--- config.mk ---
export PLATFORM = sky130hd
export DESIGN_NAME = pipe_hazard_ctrl
export DESIGN_NICKNAME = d
export VERILOG_FILES = /design/src/rtl/pipe_hazard_ctrl.sv
export SDC_FILE = /design/constraint.sdc
export NUM_CORES = 1
export LEC_CHECK = 0
export BUFFER_PORTS_ARGS = -buffer_cell sky130_fd_sc_hd__clkbuf_2
export CORE_MARGIN = 2
export CORE_UTILIZATION = 54
export CTS_CLUSTER_DIAMETER = 80
export CTS_CLUSTER_SIZE = 24
export DETAILED_ROUTE_END_ITERATION = 16
export PLACE_DENSITY = 0.89
export RECOVER_POWER = 100
export SYNTH_ARGS = -nofsm -noshare
export SYNTH_HDL_FRONTEND = slang
export SYNTH_SLANG_ARGS = --single-unit
--- constraint.sdc ---
create_clock -name clk -period 3.4 [get_ports clk]
set_input_delay 0.51 -clock clk [delete_from_list [all_inputs] [get_ports clk]]
set_output_delay 0.51 -clock clk [all_outputs]
set_load 0.01 [all_outputs]
--- src/rtl/pipe_hazard_ctrl.sv ---
// Hazard, forwarding and flush controller for the 5-stage pipeline.
// A shift-register scoreboard tracks in-flight destinations; stall/flush/fwd_sel are combinational.
module pipe_hazard_ctrl #(
  parameter int REG_ADDR_W = 5,
  parameter int PIPE_DEPTH = 3,
  parameter int SEL_W      = 3,
  parameter int CNT_W      = 16
) (
  input  logic                  clk,
  input  logic                  rst,
  input  logic                  fwd_en,
  input  logic                  id_valid,
  input  logic [REG_ADDR_W-1:0] id_src1,
  input  logic [REG_ADDR_W-1:0] id_src2,
  input  logic                  id_use_src1,
  input  logic                  id_use_src2,
  input  logic                  id_wb_en,
  input  logic                  id_mem_r_en,
  input  logic [REG_ADDR_W-1:0] id_dest,
  input  logic                  branch_taken,
  output logic                  stall,
  output logic                  flush,
  output logic [SEL_W-1:0]      fwd_sel1,
  output logic [SEL_W-1:0]      fwd_sel2,
  output logic [CNT_W-1:0]      stall_cnt,
  output logic [CNT_W-1:0]      flush_cnt
);

  localparam int CMP = PIPE_DEPTH - 1;

  // The WB slot is resolved by the register file and never compared, so only
  // the compared slots are stored; the load flag only matters in the EXE slot.
  logic [CMP-1:0]                 vld_pipe;
  logic [CMP-1:0][REG_ADDR_W-1:0] dest_pipe;
  logic                           ld0;

  logic [SEL_W-1:0] young1, young2;
  logic             load_use, hazard_any, issue;

  function automatic logic src_hit(input logic v, input logic [REG_ADDR_W-1:0] dest,
                                   input logic [REG_ADDR_W-1:0] src, input logic use_src);
    return use_src & id_valid & v & (dest == src) & (src != '0);
  endfunction

  // Scan oldest to youngest so the lowest matching slot wins.
  always_comb begin
    young1 = '0;
    young2 = '0;
    for (int k = CMP - 1; k >= 0; k--) begin
      if (src_hit(vld_pipe[k], dest_pipe[k], id_src1, id_use_src1)) young1 = SEL_W'(k + 1);
      if (src_hit(vld_pipe[k], dest_pipe[k], id_src2, id_use_src2)) young2 = SEL_W'(k + 1);
    end
  end

  assign load_use   = ld0 & ((young1 == SEL_W'(1)) | (young2 == SEL_W'(1)));
  assign hazard_any = (young1 != '0) | (young2 != '0);

  assign flush    = branch_taken;
  assign stall    = ~rst & ~branch_taken & (fwd_en ? load_use : hazard_any);
  assign fwd_sel1 = (fwd_en & ~rst) ? young1 : '0;
  assign fwd_sel2 = (fwd_en & ~rst) ? young2 : '0;
  assign issue    = id_valid & id_wb_en & (id_dest != '0) & ~stall & ~flush;

  always_ff @(posedge clk) begin
    if (rst) begin
      vld_pipe  <= '0;
      dest_pipe <= '0;
      ld0       <= 1'b0;
      stall_cnt <= '0;
      flush_cnt <= '0;
    end else begin
      for (int k = 1; k < CMP; k++) begin
        vld_pipe[k]  <= vld_pipe[k-1];
        dest_pipe[k] <= dest_pipe[k-1];
      end
      vld_pipe[0]  <= issue;
      dest_pipe[0] <= issue ? id_dest : '0;
      ld0          <= issue & id_mem_r_en;
      if (stall && !(&stall_cnt)) stall_cnt <= stall_cnt + CNT_W'(1);
      if (flush && !(&flush_cnt)) flush_cnt <= flush_cnt + CNT_W'(1);
    end
  end

endmodule

==> results of run 1 <==
-- worst min-delay path by stage --
stage	from	endpoint	slack (ps)	depth (start not counted)
after global routing	id_mem_r_en	ld0	420	2
final	id_dest[0]	dest_pipe[0]	420	2
after CTS	id_dest[0]	dest_pipe[0]	410	2
after floorplan	vld_pipe[0]	vld_pipe[1]	470	1
after global placement	stall_cnt[5]	stall_cnt[5]	480	1
after detailed placement	stall_cnt[5]	stall_cnt[5]	480	1
-- per-layer routing --
layer / part of all wire / up-vias / global-route usage
li1: - / 1059 / -
met1: 0.42 / 975 / 0.263
met2: 0.49 / 68 / 0.377
met3: 0.062 / 9 / 0.0581
met4: 0.019 / 0 / 0.0871
met5: 0 / - / 0
-- synth_stat cells (all sizes together) (3+ instances only) --
library cell / n / area [sq um]
dfxtp: 45 / 901
nor2: 31 / 116
xor2: 25 / 219
nand2: 14 / 52.6
a21oi: 13 / 65.1
nand3: 12 / 60.1
xnor2: 10 / 87.6
nand4: 9 / 56.3
nor2b: 9 / 56.3
nor4: 9 / 77.6
or3: 9 / 56.3
and2: 8 / 50.1
o21ai: 8 / 40.0
buf: 6 / 43.8
clkbuf: 6 / 22.5
or4: 6 / 45.0
inv: 5 / 18.8
nor3: 5 / 25.0
o31ai: 4 / 30.0
and4: 3 / 26.3
-- state kept, by name (all words and copies together) (netlist names) --
| register | flops |
|---|---|
| ld0 | 1 |
| flush_cnt | 16 |
| stall_cnt | 16 |
| vld_pipe | 2 |
| dest_pipe | 10 |
-- logic make-up (layout without fill, tap and decap cells) --
| kind of cell | Yosys count | after routing | share of synthesized area |
|---|---|---|---|
| XOR/XNOR | 35 | 35 | 0.133 |
| AND/OR/NAND/NOR | 126 | 126 | 0.309 |
| buffers and inverters | 17 | 75 | 0.0368 |
| adder cells (fa/ha/maj) | 2 | 2 | 0.0108 |
| other | 1 | 2 | 0.00162 |
| multiplexers | 3 | 3 | 0.0135 |
| AO/OA/AOI/OAI | 37 | 37 | 0.106 |
| flip-flops | 45 | 45 | 0.390 |
-- area by class of cell --
| class | count | area, sq um | share of cell area |
|---|---|---|---|
| clock buffers | 6 | 82.6 | 0.0308 |
| repair buffers | 62 | 262 | 0.0974 |
| flip-flops and latches | 45 | 901 | 0.336 |
| inverters | 5 | 18.8 | 0.00699 |
| well taps | 50 | 62.6 | 0.0233 |
| multi-input cells | 205 | 1320 | 0.492 |
| clock inverters | 2 | 37.5 | 0.0140 |
-- power groups by stage --
| stage | Combinational [uW] | Clock (uW) | Sequential (uW) |
|---|---|---|---|
| floorplan | 42.1 | 0 | 549 |
| global placement | 68.3 | 0 | 549 |
| detailed placement | 70.6 | 0 | 549 |
| CTS | 70.9 | 430 | 536 |
| global route | 76.9 | 451 | 537 |
| finish | 69.1 | 418 | 536 |
-- worst max-delay path: stages --
cell and delay [ps]:
clkbuf_2 90, clkbuf_1 1260, nand2b_1 280, nor3_1 80, clkbuf_1 130
-- metrics by stage --
step / cells / setup slack (ps) / hold WS, ps / area, sq um
finish: 375 / 536 / 417 / 2690
global route: 375 / 304 / 417 / 2690
detailed placement: 367 / 544 / 484 / 2620
CTS: 375 / 813 / 408 / 2740
global placement: 367 / 670 / 476 / 2620
floorplan: 267 / 966 / 475 / 2310
==> reports/qor.yml, run 1 <==
floorplan:
  die_w_um: 69.4
  num_rows: 23
  fp.coreArea_sq_um: 4060
  fp.dieH_um: 69.4
  start_util: 0.569
  io_pins: 64
  die_area_sq_um: 4820
final_layout:
  areaGrowthSynthToFinish_pct: 16.3
  drive_gt1_frac: 0.114
  diodes: 0
  fillerInstances: 357
  mostFrequentLayoutCell: "dfxtp_1"
  post-route-util: 0.662
  layout_common_cells: "45 x dfxtp_1, 39 x clkbuf_1, 31 x nor2_1"
  num-nets-final: 350
clock_tree:
  clock_latency_ps: 300
  cts_buffer_depth: 2
  cts_setup_buffers: 0
  path_clk_slew_ps: 80
  htree_levels: 2
  post_cts_resized: 0
  hold_buffers: 0
  numCtsBuffers: 5
  cts_root_buf: "clkbuf_8"
  cts_tree: "done"
  cts.sinks: 45
synth:
  synth-edff-count: 0
  synth_area_per_cell_sq_um: 8.68
  async_reset_ff_frac: 0
  ys_ff_latch: 45
  syn_inst: 266
  syn-cell-area_sq_um: 2310
  ys_warn_count: 0
  synth_cell_types: 48
  synth_ff_type: "dfxtp_1"
  synth_seq_area_share: 0.390
sta:
  finalSetupViolations: 0
  max_slew.worst_pin.slew_ps: 1750
  slew-limit-headroom: -0.169
  final-max-slew-violation-count: 45
  timing.fmax_mhz: 349
  post-route-min-period_ps: 2860
  hold_viol: 0
  skew_ps: 3.57
  setup_tns_ps: 0
  rsz0062_at_grt: "false"
  finalCritPeriodShare: 0.842
grt:
  antenna_found_initial: 0
  grt_max_degree: 45
  grt.overflow.total: 0
  grt_pass1_wl_mm: 8.80
  first_global_vias: 2002
  grtUsageTotal: 0.221
critical_path:
  critPathKind: "primary input to output pin"
  startpoint_type: "primary input"
  critical_path.startpoint: "rst"
  critical_path_arrival_ps: 2350
  reg2regPathDepth: 7
  cp_max_fo: 44
  reg2reg_to: "stall_cnt[10]"
  cp-end-kind: "output pin"
  rrSetupSlack_ps: 660
  r2r-start: "dest_pipe[3]"
  crit_path_end: "fwd_sel1[1]"
  required_ps: 2890
worst_hold_path:
  hp-class: "primary input to flip-flop"
placement:
  gp_congestion: 0.825
  hpwl_mm: 3.87
  port_buffers: 61
detailed_routing:
  wl_per_cell_um: 13.6
  ant_nets: 0
  route.detailed.drc: 0
  wl_mm: 5.08
  dr.pass1.iters: 4
  viasPerCell: 5.63
  drtIter0Drc: 88
  vias: 2111
pwr:
  total_leakage_power_uw: 0.000993
  internal-power_uw: 798
  seqPwrFrac: 0.524
  netSwitchingFraction: 0.220
  power_uw: 1020
  p_per_area_nw_per_um2: 381
  pwr-share-clk: 0.408
  power_switching_uw: 225
  pwr-share-comb: 0.068
  peakVddDrop_uv: 301
outcome:
  status: "finished with violations"
  violations: "max-capacitance violations, max-slew violations"
job:
  drv_cap: 1
(Power assumes the default switching activity.)
==> run 2, diff against run 1 <==
Settings changed: CORE_UTILIZATION 54 to 52, PLACE_DENSITY 0.89 to 0.86.
Clock period 3.4 ns to 2.69 ns, I/O delays scaled along.
==> run 2 against run 1 <==
The run now ends clean. Sequential share of layout area down 0.76 points. Count of clock-buffer cells in the layout down 1. Via count up 0.95%. Flip-flop and latch count unchanged. Power up 33%. Die area up 3.6%. Routed wire length up 1.6%. Largest cell class unchanged. Largest power group unchanged. Highest routed layer unchanged.
==> reports/qor.yml, run 2 (synthesis gave the netlist of run 1 again) <==
sta:
  max_slew.worst_pin.slew_ps: 657
  holdWs_ps: 311
  finalCritPeriodShare: 0.931
  timing.fmax_mhz: 399
  hold_viol: 0
  finalSetupViolations: 0
  skew_ps: 4.85
  slew-limit-headroom: 0.556
  rsz0062_at_grt: "false"
  post-route-min-period_ps: 2500
  final-max-slew-violation-count: 0
  setup_slack_ps: 186
  setup_tns_ps: 0
placement:
  gp_congestion: 0.855
  hpwl_mm: 3.90
  dp_slack_ps: 61.9
  port_buffers: 61
final_layout:
  top_regs: "flush_cnt (16), stall_cnt (16), dest_pipe (10)"
  multi_input_area_sq_um: 1330
  areaGrowthSynthToFinish_pct: 19.0
  fillerInstances: 409
  diodes: 0
  drive_gt1_frac: 0.133
  mostFrequentLayoutCell: "dfxtp_1"
  layout_common_cells: "45 x dfxtp_1, 39 x clkbuf_1, 31 x nor2_1"
  ff_latch_area_sq_um: 901
  num-nets-final: 356
pwr:
  peakVddDrop_uv: 282
  internal-power_uw: 1080
  netSwitchingFraction: 0.211
  pwr-share-comb: 0.065
  p_per_area_nw_per_um2: 497
  power_switching_uw: 288
  seqPwrFrac: 0.497
  pwr-share-clk: 0.438
  total_leakage_power_uw: 0.00103
grt:
  grt.overflow.total: 0
  first_global_vias: 2027
  grt_pass1_wl_mm: 8.81
  grt_max_degree: 31
  antenna_found_initial: 0
  grtUsageTotal: 0.218
outcome:
  status: "completed"
floorplan:
  die_w_um: 70.6
  die_area_sq_um: 4990
  fp.coreArea_sq_um: 4320
  start_util: 0.534
  fp.dieH_um: 70.6
  num_rows: 24
  io_pins: 64
clock_tree:
  cts_tree: "done"
  cts_buffer_depth: 2
  htree_levels: 2
  path_clk_slew_ps: 80
  cts.sinks: 45
  numCtsBuffers: 5
  cts_root_buf: "clkbuf_8"
  clock_latency_ps: 300
detailed_routing:
  dr.pass1.iters: 4
  viasPerCell: 5.56
  wl_mm: 5.17
  drtIter0Drc: 112
  wl_per_cell_um: 13.5
  ant_nets: 0
  route.detailed.drc: 0
  vias: 2131
critical_path:
  critical_path_arrival_ps: 2100
  cp-end-kind: "output pin"
  cp_max_fo: 6
  required_ps: 2290
  startpoint_type: "flip-flop"
  critPathKind: "flip-flop to output pin"
worst_hold_path:
  hp-class: "primary input to flip-flop"
job:
  drv_cap: 0
run 2: changes by cell type in the layout (fill, tap and decap cells not counted), moves of 2 or more:
cell,delta
and2_1,-3
clkbuf_2,+2
buf_4,+4
and2_0,+3
run 2: cell type report:
class / count / share of cell area
clock inverters: 3 / 0.0237
flip-flops and latches: 45 / 0.328
multi-input cells: 205 / 0.483
well taps: 52 / 0.0237
inverters: 5 / 0.00683
clock buffers: 5 / 0.0250
repair buffers: 68 / 0.110
run 2: per-stage QoR:
stage / total power, uW / util / cell area (sq um) / cells
final: 1360 / 0.635 / 2750 / 383
after global routing: 1410 / 0.635 / 2750 / 383
after CTS: 1380 / 0.648 / 2800 / 383
after detailed placement: 784 / 0.617 / 2670 / 375
after global placement: 781 / 0.617 / 2670 / 375
after floorplan: 747 / - / 2310 / 267
run 2: timing repair:
item	CTS	global route
hold buffers	0	0
setup buffers	0	0
hold endpoints to repair	0	0
gates resized for setup	0	1
endpoints found under the setup margin	0	2
run 2: path summary, 6_finish.rpt:
path	slack [ps]	start	cells past startpoint	endpoint
worst max-delay path	190	dest_pipe[3]	7	stall
worst min-delay path	310	id_dest[0]	2	dest_pipe[0]
worst max register to register	200	dest_pipe[3]	7	stall_cnt[6]
worst min register to register	500	stall_cnt[5]	1	stall_cnt[5]
run 2: worst max-delay path, cell delays in order, from the launching register on:
cell and delay [ps]:
dfxtp_1 340, xor2_1 180, nor4_2 420, a22oi_2 100, o21a_1 190, clkbuf_1 150
nor4_1 220, clkbuf_1 190
run 2: metal layers:
layer  routed length [um]  GRT usage  vias to the layer above
met5                    0          0                        -
li1                     -          -                     1072
met4                  110      0.103                        0
met3                  307     0.0541                       11
met1                 2220      0.261                      985
met2                 2530      0.367                       63
run 2: power groups by stage:
stage          registers [uW]  clock network [uW]  logic [uW]
2_1_floorplan             694                   0        53.2
3_3_place_gp              693                   0        88.2
3_5_place_dp              693                   0        90.3
4_1_cts                   678                 610        90.9
5_1_grt                   679                 637        98.4
6_report                  678                 598        89.0
==> run 3, diff against run 2 <==
Settings changed: CELL_PAD_IN_SITES_DETAIL_PLACEMENT from default to 0, CELL_PAD_IN_SITES_GLOBAL_PLACEMENT from default to 2, CORE_UTILIZATION 52 to 32, PLACE_DENSITY 0.86 to 0.9.
Clock period 2.69 ns to 3.2 ns, I/O delays scaled along.
==> run 3 against run 2 <==
Count of clock-buffer cells in the layout up 2. Global-route usage is 8.0 points lower. Combinational power fell by 20%. Final area is 0.59% lower. Critical endpoint unchanged. Largest power group unchanged.
==> reports/qor.yml, run 3 (synthesis gave the netlist of run 1 again) <==
final_layout:
  mostFrequentLayoutCell: "dfxtp_1"
  num-nets-final: 351
  post-route-util: 0.395
  drive_gt1_frac: 0.110
  areaGrowthSynthToFinish_pct: 18.3
  layout_common_cells: "45 x dfxtp_1, 40 x clkbuf_1, 31 x nor2_1"
  top_regs: "flush_cnt (16), stall_cnt (16), dest_pipe (10)"
  fillerInstances: 747
  stdcell_area_sq_um: 2730
  fin_cells: 422
  diodes: 0
critical_path:
  r2r-start: "dest_pipe[3]"
  reg2regPathDepth: 7
  critical_path_arrival_ps: 2200
  reg2reg_to: "stall_cnt[6]"
  startpoint_type: "flip-flop"
  required_ps: 2720
  critPathKind: "flip-flop to output pin"
  cp-end-kind: "output pin"
  rrSetupSlack_ps: 590
  cp_max_fo: 7
clock_tree:
  clock_latency_ps: 290
  post_cts_resized: 0
  cts_buffer_depth: 2
  cts_setup_buffers: 0
  hold_buffers: 0
  path_clk_slew_ps: 80
  numCtsBuffers: 5
  cts_root_buf: "clkbuf_8"
  cts_tree: "done"
  cts.sinks: 45
  htree_levels: 2
sta:
  rsz0062_at_grt: "false"
  hold_viol: 0
  finalCritPeriodShare: 0.838
  timing.fmax_mhz: 373
  setup_tns_ps: 0
  skew_ps: 11.6
  post-route-min-period_ps: 2680
  final-max-slew-violation-count: 0
  max_slew.worst_pin.slew_ps: 604
  slew-limit-headroom: 0.592
  finalSetupViolations: 0
placement:
  hpwl_mm: 4.13
  placedCellCount: 414
  gp_congestion: 0.854
  place_area_sq_um: 2690
  port_buffers: 61
floorplan:
  start_util: 0.334
  die_w_um: 89.0
  die_area_sq_um: 7910
  io_pins: 64
  num_rows: 30
  fp.coreArea_sq_um: 6910
  fp.dieH_um: 89.0
pwr:
  peakVddDrop_uv: 212
  netSwitchingFraction: 0.219
  power_switching_uw: 239
  pwr-share-clk: 0.410
  pwr-share-comb: 0.066
  seqPwrFrac: 0.524
  internal-power_uw: 849
  power_uw: 1090
  p_per_area_nw_per_um2: 398
  total_leakage_power_uw: 0.000995
job:
  drv_cap: 0
grt:
  first_global_vias: 1893
  antenna_found_initial: 0
  grt_pass1_wl_mm: 8.57
  grt.overflow.total: 0
  grtUsageTotal: 0.138
  grt_max_degree: 43
detailed_routing:
  vias: 2073
  wl_per_cell_um: 12.9
  viasPerCell: 4.91
  drtIter0Drc: 64
  dr.pass1.iters: 4
  ant_nets: 0
  route.detailed.drc: 0
  wl_mm: 5.45
outcome:
  status: "completed"
worst_hold_path:
  hp-start: "id_dest[2]"
  hp-class: "primary input to flip-flop"
  hold_depth: 2
  min_to: "dest_pipe[2]"
-- run 3: power by group through the flow --
stage	Sequential [uW]	Clock, uW	Combinational [uW]
floorplan	583	0	44.7
global placement	583	0	75.6
detailed placement	583	0	76.4
CTS	570	458	76.7
global route	571	478	79.9
finish	570	446	71.5
-- run 3: worst max-delay path, stage by stage, from the launching register on --
cell and delay, ps:
dfxtp_1 350, xor2_1 170, nor4_1 440, a22oi_2 110
and3_4 230, nor4_1 410, clkbuf_1 200
-- run 3: area by class of cell --
cell class | instances | area [sq um] | area share
sequential | 45 | 901 | 0.330
inverter | 5 | 18.8 | 0.00687
timing repair buffer | 63 | 269 | 0.0985
clock buffer | 7 | 86.3 | 0.0316
tap | 96 | 120 | 0.0440
multi-input combinational | 205 | 1310 | 0.478
clock inverter | 1 | 30.0 | 0.0110
-- run 3: how the worst max path moves through the flow --
| stage | slack, ps | to | startpoint |
|---|---|---|---|
| floorplan | 800 | stall_cnt[10] | id_src2[2] |
| global route | 350 | stall_cnt[6] | dest_pipe[3] |
| finish | 520 | stall | dest_pipe[3] |
| detailed placement | 420 | stall_cnt[6] | id_src2[2] |
| global placement | 470 | stall_cnt[6] | id_src2[2] |
| CTS | 590 | stall | dest_pipe[3] |
-- run 3: metrics by stage --
step | setup WS (ps) | hold slack (ps)
after floorplan | 796 | 475
after global placement | 470 | 472
after detailed placement | 422 | 500
after CTS | 587 | 395
after global routing | 345 | 412
final | 519 | 403
-- run 3: per-layer routing --
| metal | GRT usage | part of all wire | up-vias |
|---|---|---|---|
| met5 | 0 | 0 | - |
| met4 | 0.0393 | 0.0039 | 0 |
| met3 | 0.0314 | 0.044 | 2 |
| met2 | 0.225 | 0.47 | 49 |
| met1 | 0.183 | 0.48 | 958 |
| li1 | - | - | 1064 |
